$ cat src/rtl/ps2_pkg.sv
// Shared PS/2 definitions: FSM state encoding, error codes, frame constants
// and the parity helper. Used by the host transmitter and the keyboard receiver.
package ps2_pkg;

  localparam int unsigned STATE_W = 3;
  typedef logic [STATE_W-1:0] ps2_state_t;

  localparam ps2_state_t ST_IDLE      = 3'd0;
  localparam ps2_state_t ST_INHIBIT   = 3'd1;
  localparam ps2_state_t ST_RTS       = 3'd2;
  localparam ps2_state_t ST_WAIT_EDGE = 3'd3;
  localparam ps2_state_t ST_XFER      = 3'd4;
  localparam ps2_state_t ST_RELEASE   = 3'd5;
  localparam ps2_state_t ST_FAIL      = 3'd6;

  localparam logic [1:0] ERR_NONE     = 2'b00;
  localparam logic [1:0] ERR_START_TO = 2'b01;
  localparam logic [1:0] ERR_XFER_TO  = 2'b10;
  localparam logic [1:0] ERR_NO_ACK   = 2'b11;

  localparam int unsigned PS2_DATA_BITS   = 8;
  localparam int unsigned PS2_PARITY_EDGE = 9;
  localparam int unsigned PS2_STOP_EDGE   = 10;
  localparam int unsigned PS2_ACK_EDGE    = 11;
  localparam int unsigned EDGE_CNT_W      = 4;

  // Odd parity bit: set so the byte plus parity has an odd number of ones.
  function automatic logic odd_parity(input logic [PS2_DATA_BITS-1:0] b);
    return ~^b;
  endfunction

endpackage

$ cat src/rtl/ps2_sync_edge.sv
// Two-flop synchronisers for the raw PS/2 clock and data lines plus a
// one-cycle strobe on each falling edge of the synchronised clock.
// Ports: clk, reset (sync, active-high), clk_raw/dat_raw (async line levels),
//        clk_sync/dat_sync (synchronised levels), clk_fall_c (falling-edge strobe).
module ps2_sync_edge (
  input  logic clk,
  input  logic reset,
  input  logic clk_raw,
  input  logic dat_raw,
  output logic clk_sync,
  output logic dat_sync,
  output logic clk_fall_c
);

  logic [1:0] clk_ff;
  logic [1:0] dat_ff;
  logic       clk_prev;

  // Reset to the idle (released, pulled-up) level so no false edge follows reset.
  always_ff @(posedge clk) begin
    if (reset) begin
      clk_ff   <= 2'b11;
      dat_ff   <= 2'b11;
      clk_prev <= 1'b1;
    end else begin
      clk_ff   <= {clk_ff[0], clk_raw};
      dat_ff   <= {dat_ff[0], dat_raw};
      clk_prev <= clk_ff[1];
    end
  end

  assign clk_sync   = clk_ff[1];
  assign dat_sync   = dat_ff[1];
  assign clk_fall_c = clk_prev & ~clk_ff[1];

endmodule

$ cat src/rtl/ps2_host_tx.sv
// Host-to-device PS/2 transmitter: inhibits the bus, issues request-to-send,
// shifts out one command byte with odd parity on device clock edges and
// checks the device acknowledge. Lines are driven through active-low enables.
// Ports: CLOCK_50, reset (sync, active-high), send_cmd/cmd_byte (request),
//        ps2_clk_in/ps2_dat_in (raw lines), ps2_clk_oe/ps2_dat_oe (1 = pull low),
//        busy, done/error (one-cycle pulses), err_code (sticky until next send).
module ps2_host_tx
  import ps2_pkg::*;
#(
  parameter int unsigned INHIBIT_CYCLES       = 6000,
  parameter int unsigned RTS_CYCLES           = 250,
  parameter int unsigned START_TIMEOUT_CYCLES = 750000,
  parameter int unsigned XFER_TIMEOUT_CYCLES  = 100000
) (
  input  logic       CLOCK_50,
  input  logic       reset,
  input  logic       send_cmd,
  input  logic [7:0] cmd_byte,
  input  logic       ps2_clk_in,
  input  logic       ps2_dat_in,
  output logic       ps2_clk_oe,
  output logic       ps2_dat_oe,
  output logic       busy,
  output logic       done,
  output logic       error,
  output logic [1:0] err_code
);

  localparam int unsigned WDOG_MAX = (START_TIMEOUT_CYCLES > XFER_TIMEOUT_CYCLES) ?
                                     START_TIMEOUT_CYCLES : XFER_TIMEOUT_CYCLES;
  localparam int unsigned WDOG_W   = $clog2(WDOG_MAX + 1);
  localparam int unsigned PH_MAX   = (INHIBIT_CYCLES > RTS_CYCLES) ? INHIBIT_CYCLES : RTS_CYCLES;
  localparam int unsigned PH_W     = $clog2(PH_MAX + 1);

  logic clk_sync, dat_sync, clk_fall_c;

  ps2_state_t                   state, state_d;
  logic [PH_W-1:0]              phase_cnt, phase_d;
  logic [WDOG_W-1:0]            wdog, wdog_d, wdog_inc;
  logic [EDGE_CNT_W-1:0]        edge_cnt, edge_d, edge_nxt;
  logic [PS2_DATA_BITS-1:0]     data_q, data_d;
  logic                         parity_q, parity_d;
  logic                         clk_oe_d, dat_oe_d, busy_d, done_d, error_d;
  logic [1:0]                   err_d;

  ps2_sync_edge u_sync (
    .clk        (CLOCK_50),
    .reset      (reset),
    .clk_raw    (ps2_clk_in),
    .dat_raw    (ps2_dat_in),
    .clk_sync   (clk_sync),
    .dat_sync   (dat_sync),
    .clk_fall_c (clk_fall_c)
  );

  // Next-state and next-output logic; outputs are registered from these.
  always_comb begin
    state_d  = state;
    phase_d  = phase_cnt;
    wdog_d   = wdog;
    edge_d   = edge_cnt;
    data_d   = data_q;
    parity_d = parity_q;
    clk_oe_d = ps2_clk_oe;
    dat_oe_d = ps2_dat_oe;
    err_d    = err_code;
    done_d   = 1'b0;
    error_d  = 1'b0;
    wdog_inc = (wdog == WDOG_W'(WDOG_MAX)) ? wdog : wdog + WDOG_W'(1);
    edge_nxt = edge_cnt + EDGE_CNT_W'(1);

    case (state)
      ST_IDLE: begin
        clk_oe_d = 1'b0;
        dat_oe_d = 1'b0;
        if (send_cmd) begin
          data_d   = cmd_byte;
          parity_d = odd_parity(cmd_byte);
          err_d    = ERR_NONE;
          phase_d  = '0;
          clk_oe_d = 1'b1;
          state_d  = ST_INHIBIT;
        end
      end
      ST_INHIBIT: begin
        if (phase_cnt == PH_W'(INHIBIT_CYCLES - 1)) begin
          phase_d  = '0;
          dat_oe_d = 1'b1;
          state_d  = ST_RTS;
        end else begin
          phase_d = phase_cnt + PH_W'(1);
        end
      end
      ST_RTS: begin
        if (phase_cnt == PH_W'(RTS_CYCLES - 1)) begin
          clk_oe_d = 1'b0;
          wdog_d   = '0;
          edge_d   = '0;
          state_d  = ST_WAIT_EDGE;
        end else begin
          phase_d = phase_cnt + PH_W'(1);
        end
      end
      ST_WAIT_EDGE: begin
        // The first device edge is edge 1 and already carries data bit 0.
        if (clk_fall_c) begin
          wdog_d   = '0;
          edge_d   = EDGE_CNT_W'(1);
          dat_oe_d = ~data_q[0];
          state_d  = ST_XFER;
        end else if (wdog_inc >= WDOG_W'(START_TIMEOUT_CYCLES)) begin
          err_d   = ERR_START_TO;
          state_d = ST_FAIL;
        end else begin
          wdog_d = wdog_inc;
        end
      end
      ST_XFER: begin
        wdog_d = wdog_inc;
        if (wdog_inc >= WDOG_W'(XFER_TIMEOUT_CYCLES)) begin
          err_d   = ERR_XFER_TO;
          state_d = ST_FAIL;
        end else if (clk_fall_c) begin
          edge_d = edge_nxt;
          if (edge_nxt <= EDGE_CNT_W'(PS2_DATA_BITS)) begin
            dat_oe_d = ~data_q[edge_cnt[2:0]];
          end else if (edge_nxt == EDGE_CNT_W'(PS2_PARITY_EDGE)) begin
            dat_oe_d = ~parity_q;
          end else if (edge_nxt == EDGE_CNT_W'(PS2_STOP_EDGE)) begin
            dat_oe_d = 1'b0;
          end else if (edge_nxt == EDGE_CNT_W'(PS2_ACK_EDGE)) begin
            if (!dat_sync) begin
              state_d = ST_RELEASE;
            end else begin
              err_d   = ERR_NO_ACK;
              state_d = ST_FAIL;
            end
          end
        end
      end
      ST_RELEASE: begin
        wdog_d = wdog_inc;
        if (wdog_inc >= WDOG_W'(XFER_TIMEOUT_CYCLES)) begin
          err_d   = ERR_XFER_TO;
          state_d = ST_FAIL;
        end else if (clk_sync && dat_sync) begin
          done_d  = 1'b1;
          state_d = ST_IDLE;
        end
      end
      ST_FAIL: begin
        clk_oe_d = 1'b0;
        dat_oe_d = 1'b0;
        state_d  = ST_IDLE;
      end
      default: begin
        clk_oe_d = 1'b0;
        dat_oe_d = 1'b0;
        state_d  = ST_IDLE;
      end
    endcase

    // Entering FAIL: release both lines and pulse error for that one cycle.
    if (state_d == ST_FAIL) begin
      clk_oe_d = 1'b0;
      dat_oe_d = 1'b0;
      error_d  = 1'b1;
    end
    busy_d = (state_d != ST_IDLE);
  end

  // State and registered outputs.
  always_ff @(posedge CLOCK_50) begin
    if (reset) begin
      state      <= ST_IDLE;
      phase_cnt  <= '0;
      wdog       <= '0;
      edge_cnt   <= '0;
      data_q     <= '0;
      parity_q   <= 1'b0;
      ps2_clk_oe <= 1'b0;
      ps2_dat_oe <= 1'b0;
      busy       <= 1'b0;
      done       <= 1'b0;
      error      <= 1'b0;
      err_code   <= ERR_NONE;
    end else begin
      state      <= state_d;
      phase_cnt  <= phase_d;
      wdog       <= wdog_d;
      edge_cnt   <= edge_d;
      data_q     <= data_d;
      parity_q   <= parity_d;
      ps2_clk_oe <= clk_oe_d;
      ps2_dat_oe <= dat_oe_d;
      busy       <= busy_d;
      done       <= done_d;
      error      <= error_d;
      err_code   <= err_d;
    end
  end

endmodule

$ cat config.mk
export PLATFORM = sky130hd
export DESIGN_NAME = ps2_host_tx
export DESIGN_NICKNAME = d
export VERILOG_FILES = /design/src/rtl/ps2_pkg.sv /design/src/rtl/ps2_sync_edge.sv /design/src/rtl/ps2_host_tx.sv
export SDC_FILE = /design/constraint.sdc
export NUM_CORES = 1
export LEC_CHECK = 0
export CAP_MARGIN = 30
export CORE_MARGIN = 2
export CORE_UTILIZATION = 61
export CTS_CLUSTER_DIAMETER = 30
export DETAILED_ROUTE_END_ITERATION = 12
export PLACE_DENSITY = 0.81
export SETUP_SLACK_MARGIN = 0.02
export SYNTH_ARGS = -nofsm -noshare
export SYNTH_HDL_FRONTEND = slang
export SYNTH_SLANG_ARGS = --single-unit
$ cat constraint.sdc
create_clock -name CLOCK_50 -period 3.31 [get_ports CLOCK_50]
set_input_delay 0.4965 -clock CLOCK_50 [delete_from_list [all_inputs] [get_ports CLOCK_50]]
set_output_delay 0.4965 -clock CLOCK_50 [all_outputs]
set_load 0.1 [all_outputs]
==> results.sh, run 1 <==
export IMPL_cts_sinks=61
export IMPL_grtUsageTotal_pct=29.1
export IMPL_slew_violations=0
export IMPL_initial_core_util_pct=63.5
export IMPL_period_needed_ns=3.09
export IMPL_critPathRequiredTime_ns=3.53
export IMPL_async_flop_share_pct=0
export IMPL_num_rows=29
export IMPL_yosysTopAreaCell="dfxtp_1"
export IMPL_synth_distinct_cells=78
export IMPL_finalClockSkew_ns=0.0147
export IMPL_r2r_cells=8
export IMPL_crit_fanout=8
export IMPL_critPathArrivalTime_ns=3.32
export IMPL_seq_area_frac_synth_pct=30.1
export IMPL_drive_above_1_share_pct=11.5
export IMPL_timing_hold_ws_ns=0.418
export IMPL_pre_cts_slack_ns=0.251
export IMPL_gp_congestion=0.904
export IMPL_placed_area_um2=4300
export IMPL_dr_total_vias=3971
export IMPL_cts_resized=0
export IMPL_hold_viol_final=0
export IMPL_fp_dieH_um=85.6
export IMPL_hpwl_um=7170
export IMPL_final_core_util_pct=71.6
export IMPL_r2r_slack_ns=0.22
export IMPL_synth_seq_cells=61
export IMPL_syn_inst=508
export IMPL_period_share_pct=93.5
export IMPL_clock_latency_ns=0.34
export IMPL_ant_nets=0
export IMPL_max_vdd_ir_drop_mv=0.292
export IMPL_yosys_warnings=0
export IMPL_holdCritStartpoint="u_sync.dat_ff[0]$_SDFF_PP1_"
export IMPL_numCtsBuffers=9
export IMPL_max_slew_margin_rel_pct=35.0
export IMPL_num_io_pins=20
export IMPL_syn_area_per_cell_um2=7.99
export IMPL_rsz0062_at_grt="yes"
export IMPL_synth_area_leaders="dfxtp_1 30%, a21oi_1 6.2%, nand2_1 5.5%"
export IMPL_grt_antenna_before_repair=0
export IMPL_synth_fp_nets=530
export IMPL_cts_buffer_depth=2
export IMPL_drc=0
export IMPL_maxCapViolCount=0
export IMPL_startpoint_type="register"
export IMPL_netlist_area_um2=4060
export IMPL_first_iter_violations=197
export IMPL_fmax_mhz=323
export IMPL_coreArea_um2=6390
export IMPL_tightest_slew_ns=0.973
export IMPL_setup_tns_ns=0
export IMPL_die_w_um=85.6
export IMPL_htreeDepth=3
export IMPL_cp_end_kind="register"
export IMPL_layout_nets=541
export IMPL_fillCellCount=510
export IMPL_r2r_end="busy$_SDFF_PP0_"
export IMPL_holdPathEnd="u_sync.dat_ff[1]$_SDFF_PP1_"
export IMPL_synth_main_ff_cell="dfxtp_1"
export IMPL_gr_total_overflow=0
export IMPL_r2r_start="wdog[2]$_SDFFE_PP0P_"
export IMPL_cts_tree="done"
export IMPL_post_cts_buffers=0
export IMPL_synth_edf_count=0
export IMPL_area_delta_synth_final_pct=12.7
export IMPL_grt_max_degree=21
export IMPL_grt_pass1_wl_um=17300
export IMPL_hold_depth=1
export IMPL_die_area_um2=7320
export IMPL_drt_total_wl_um=10300
export IMPL_clkTransAtPathRegs_ns=0.08
export IMPL_worst_hold_path_type="reg -> reg"
export IMPL_cellLeakagePower_uw=0.00165
export IMPL_drt_pass1_iterations=5
export IMPL_routedWlPerCell_um=17.1
export IMPL_status="complete, no violations"
export IMPL_p_per_area_nw_per_um2=384
export IMPL_postCtsHoldBufs=0
export IMPL_worst_slack_ns=0.215
export IMPL_antenna_cells=0
export IMPL_root_buffer="clkbuf_8"
export IMPL_finalSetupViolations=0
export IMPL_crit_type="reg -> reg"
export IMPL_viasPerCell=6.61
export IMPL_port_buffers=19
export IMPL_fin_area_um2=4570
export IMPL_first_global_vias=3762
export IMPL_synth_top_area_share_pct=30.1
-- cell type report --
type	instances	area (um2)	share of cell area, %
clock inverter	5	106	2.32
sequential	61	1220	26.7
tap	77	96.3	2.11
multi-input combinational	398	2650	57.9
inverter	15	56.3	1.23
clock buffer	11	141	3.09
timing repair buffer	34	303	6.62
-- per-stage QoR --
step	instances	power (uW)
2_1_floorplan	508	886
3_3_place_gp	585	933
6_report	601	1760
5_1_grt	601	1810
4_1_cts	601	1760
3_5_place_dp	585	934
-- cell usage after synthesis (3+ instances only) --
cell type / number
xnor2_1: 16
a21oi_1: 50
nand3b_1: 5
ha_1: 9
o31ai_1: 7
and2_1: 5
o211ai_1: 6
or3_1: 11
o32ai_1: 3
nor3_1: 12
or4_1: 8
dfxtp_1: 61
nand2b_1: 5
a31oi_1: 7
nand2_1: 59
nand3_1: 13
clkbuf_1: 20
o21a_1: 3
o21ai_0: 16
inv_1: 14
or2_2: 8
a211oi_1: 9
o21bai_1: 3
nor4_1: 4
buf_2: 10
and3_1: 5
xor2_1: 5
o21ai_1: 6
nand4_1: 15
nor2_1: 41
nor2b_1: 6
mux2i_1: 4
-- report_power, final --
group	leakage, uW	switching, uW	internal (uW)
clock	0.000120	313	524
sequential	0.000495	15.9	751
combinational	0.00103	91.7	61.0
total	0.00165	420	1340
-- cell families (layout without fill, tap and decap cells) --
logic type / count (synthesis) / after routing / synth area share (%)
compound gates: 145 / 145 / 25.3
flops: 61 / 61 / 30.1
simple gates: 217 / 217 / 30.0
xor+xnor: 21 / 21 / 4.53
buf+inv: 49 / 65 / 5.21
mux: 6 / 6 / 2.10
fa+ha+maj: 9 / 9 / 2.78
-- worst max-delay path, cell delays in order, from the launching register on --
cell	delay, ns
dfxtp_1	0.51
nand4_2	0.36
nor4_4	0.52
xnor2_1	0.26
nor2_1	0.13
a221oi_4	0.40
nand4_1	0.17
and3_1	0.25
or3_1	0.37
-- sequential cells by signal (all words and copies together) (netlist names), 2 cells and up --
signal and count:
data_q 8, edge_cnt 4, err_code 2, phase_cnt 13, state 3, u_sync.clk_ff 2, u_sync.dat_ff 2, wdog 20
-- how the worst max path moves through the flow --
stage	from	end	slack, ns	cells past startpoint
2_1_floorplan	wdog[0]$_SDFFE_PP0P_	busy$_SDFF_PP0_	0.62	10
3_3_place_gp	wdog[0]$_SDFFE_PP0P_	wdog[17]$_SDFFE_PP0P_	0.34	10
3_5_place_dp	wdog[0]$_SDFFE_PP0P_	wdog[16]$_SDFFE_PP0P_	0.25	10
4_1_cts	wdog[0]$_SDFFE_PP0P_	busy$_SDFF_PP0_	0.22	9
5_1_grt	wdog[4]$_SDFFE_PP0P_	busy$_SDFF_PP0_	0.01	8
6_report	wdog[2]$_SDFFE_PP0P_	busy$_SDFF_PP0_	0.22	8
-- layout by cell type, fill, tap and decap left out, types with 12 or more instances in the layout --
cell type	Yosys	final
o21ai_0	16	16
dfxtp_1	61	61
buf_4	2	15
clkdlybuf4s50_1	0	19
xnor2_1	16	16
a21oi_1	50	50
nor2_1	41	41
nor3_1	12	12
nand3_1	13	13
nand4_1	15	15
nand2_1	59	59
inv_1	14	14
-- routing by layer --
metal / wire length, um / share of wire (%) / track usage, %
met4: 330 / 3.2 / 12.0
met2: 5060 / 49 / 48.5
met5: 0 / 0 / 0
met1: 4260 / 41 / 35.9
met3: 644 / 6.3 / 7.31
Power figures use the tool's default switching activity.
==> inputs of run 2 (changes only) <==
Settings changed: CAP_MARGIN 30 to 20.
==> results of run 2 <==
Same layout as run 1: the final DEF is identical, and so are final timing and power.
==> inputs of run 3 (changes only) <==
Settings changed: CORE_UTILIZATION 61 to 54, PLACE_DENSITY 0.81 to 0.73.
==> run 3 against run 2 <==
Net effect:
- register-to-register slack is essentially flat
- global-route usage shrank 2.8 points
- combinational power hardly changed
- critical endpoint unchanged
- count of clock-buffer cells in the layout increased by 1
- total power down 0.71%
- sequential share of layout area about the same
- design area is essentially flat
- final cell count grew 3.8%
- clock skew fell by 0.0069 ns
- routed wire length increased by 0.38%
- non-clock buffer count grew 1
- core utilization down 8.5 points
==> results.sh, run 3 (synthesis results as in run 1) <==
export IMPL_antenna_cells=0
export IMPL_grt_antenna_before_repair=0
export IMPL_finalSetupViolations=0
export IMPL_layout_common_cells="61 x dfxtp_1, 59 x nand2_1, 50 x a21oi_1, 41 x nor2_1, 19 x clkdlybuf4s50_1"
export IMPL_root_buffer="clkbuf_8"
export IMPL_die_w_um=90.7
export IMPL_routedWlPerCell_um=16.6
export IMPL_m1WireLength_um=4420
export IMPL_cp_end_kind="register"
export IMPL_die_area_um2=8220
export IMPL_path_buf_inv=1
export IMPL_cts_buffer_depth=2
export IMPL_regMostFlops="wdog"
export IMPL_drt_total_wl_um=10300
export IMPL_drive_above_1_share_pct=11.4
export IMPL_cts_resized=0
export IMPL_crit_family="simple AND/OR/NAND/NOR gates"
export IMPL_startpoint_type="register"
export IMPL_placed_area_um2=4340
export IMPL_largest_register_ff_count=20
export IMPL_slowest_delay_ns=0.51
export IMPL_power_internal_uw=1330
export IMPL_drc=0
export IMPL_ant_nets=0
export IMPL_dr_total_vias=3904
export IMPL_coreArea_um2=7250
export IMPL_first_global_vias=3770
export IMPL_grt_pass1_wl_um=18000
export IMPL_fp_dieH_um=90.7
export IMPL_area_delta_synth_final_pct=12.8
export IMPL_worst_slack_ns=0.229
export IMPL_setup_tns_ns=0
export IMPL_worst_hold_path_type="reg -> reg"
export IMPL_fin_area_um2=4580
export IMPL_period_share_pct=93.1
export IMPL_post_cts_buffers=0
export IMPL_slew_violations=0
export IMPL_cellLeakagePower_uw=0.00162
export IMPL_fmax_mhz=325
export IMPL_critPathRequiredTime_ns=3.53
export IMPL_initial_core_util_pct=55.9
export IMPL_crit_fanout=12
export IMPL_status="complete, no violations"
export IMPL_power_switching_uw=412
export IMPL_period_needed_ns=3.08
export IMPL_max_slew_margin_rel_pct=35.0
export IMPL_drt_pass1_iterations=6
export IMPL_rsz0062_at_grt="no"
export IMPL_p_per_area_nw_per_um2=381
export IMPL_tightest_slew_ns=0.972
export IMPL_wl_met3_um=591
export IMPL_cts_sinks=61
export IMPL_viasPerCell=6.26
export IMPL_htreeDepth=3
export IMPL_p_sw_share_pct=23.6
export IMPL_crit_chain="ha_1 -> nand3_2 -> nor4_2 -> xnor2_1 -> a2111oi_2 -> a221oi_4 -> buf_4 -> a31oi_1 -> a21boi_1 -> or3_1"
export IMPL_final_common_cell="dfxtp_1"
export IMPL_crit_type="reg -> reg"
export IMPL_p_seq_share_pct=44.0
export IMPL_gp_congestion=1.00
export IMPL_num_io_pins=20
export IMPL_finalClockSkew_ns=0.00779
export IMPL_top_regs="wdog x20, phase_cnt x13, data_q x8"
export IMPL_wl_met2_um=5090
export IMPL_clock_latency_ns=0.34
export IMPL_combPwrFrac_pct=8.8
export IMPL_critPathArrivalTime_ns=3.30
export IMPL_postCtsHoldBufs=0
export IMPL_num_rows=31
export IMPL_hpwl_um=7330
export IMPL_maxCapViolCount=0
export IMPL_cts_tree="done"
export IMPL_grtUsageTotal_pct=26.3
export IMPL_gr_total_overflow=0
export IMPL_pre_cts_slack_ns=0.309
export IMPL_topRoutingLayerUsed="met4"
export IMPL_layout_nets=542
export IMPL_first_iter_violations=226
export IMPL_numCtsBuffers=9
export IMPL_grt_max_degree=43
export IMPL_hold_viol_final=0
export IMPL_clockPowerShare_pct=47.2
export IMPL_clkTransAtPathRegs_ns=0.07
export IMPL_slowest_stage="a2111oi_2"
export IMPL_port_buffers=19
export IMPL_max_vdd_ir_drop_mv=0.269
[run 3: worst reg2reg max path: stages, from the launching register on]
cell and delay, ns:
dfxtp_1 0.42, ha_1 0.27, nand3_2 0.21, nor4_2 0.46, xnor2_1 0.16, a2111oi_2 0.51
a221oi_4 0.13, buf_4 0.21, a31oi_1 0.18, a21boi_1 0.09, or3_1 0.34
[run 3: path summary, 6_finish.rpt]
check                         startpoint                          end  slack, ns  depth (start not counted)
min          u_sync.dat_ff[0]$_SDFF_PP1_  u_sync.dat_ff[1]$_SDFF_PP1_       0.42                          1
max reg2reg         wdog[0]$_SDFFE_PP0P_              busy$_SDFF_PP0_       0.23                         10
min reg2reg  u_sync.dat_ff[0]$_SDFF_PP1_  u_sync.dat_ff[1]$_SDFF_PP1_       0.42                          1
max                 wdog[0]$_SDFFE_PP0P_              busy$_SDFF_PP0_       0.23                         10
[run 3: power by group through the flow]
stage	logic, uW	registers (uW)	clock network, uW
2_1_floorplan	79.8	806	0
3_3_place_gp	149	783	0
3_5_place_dp	151	784	0
4_1_cts	153	767	833
5_1_grt	166	770	869
6_report	153	768	823
[run 3: per-layer routing]
metal  up-vias  GRT usage (%)
met5         -              0
met1      1828           32.8
met4         0           10.9
met2       151           44.0
li1       1900              -
met3        25           5.59
[run 3: cell type report]
class                      count  area (um2)
clock buffer                  12         145
clock inverter                 4        95.1
fill                         663        2680
inverter                      15        56.3
multi-input combinational    398        2630
sequential                    61        1220
tap                           99         124
timing repair buffer          35         310
[run 3: stage by stage]
step	hold slack (ns)	power, uW	util (%)	cells
CTS	0.426	1750	63.1	624
detailed placement	0.406	935	59.8	608
global route	0.453	1810	63.1	624
global placement	0.403	932	59.8	608
floorplan	0.389	886	-	508
finish	0.422	1740	63.1	624
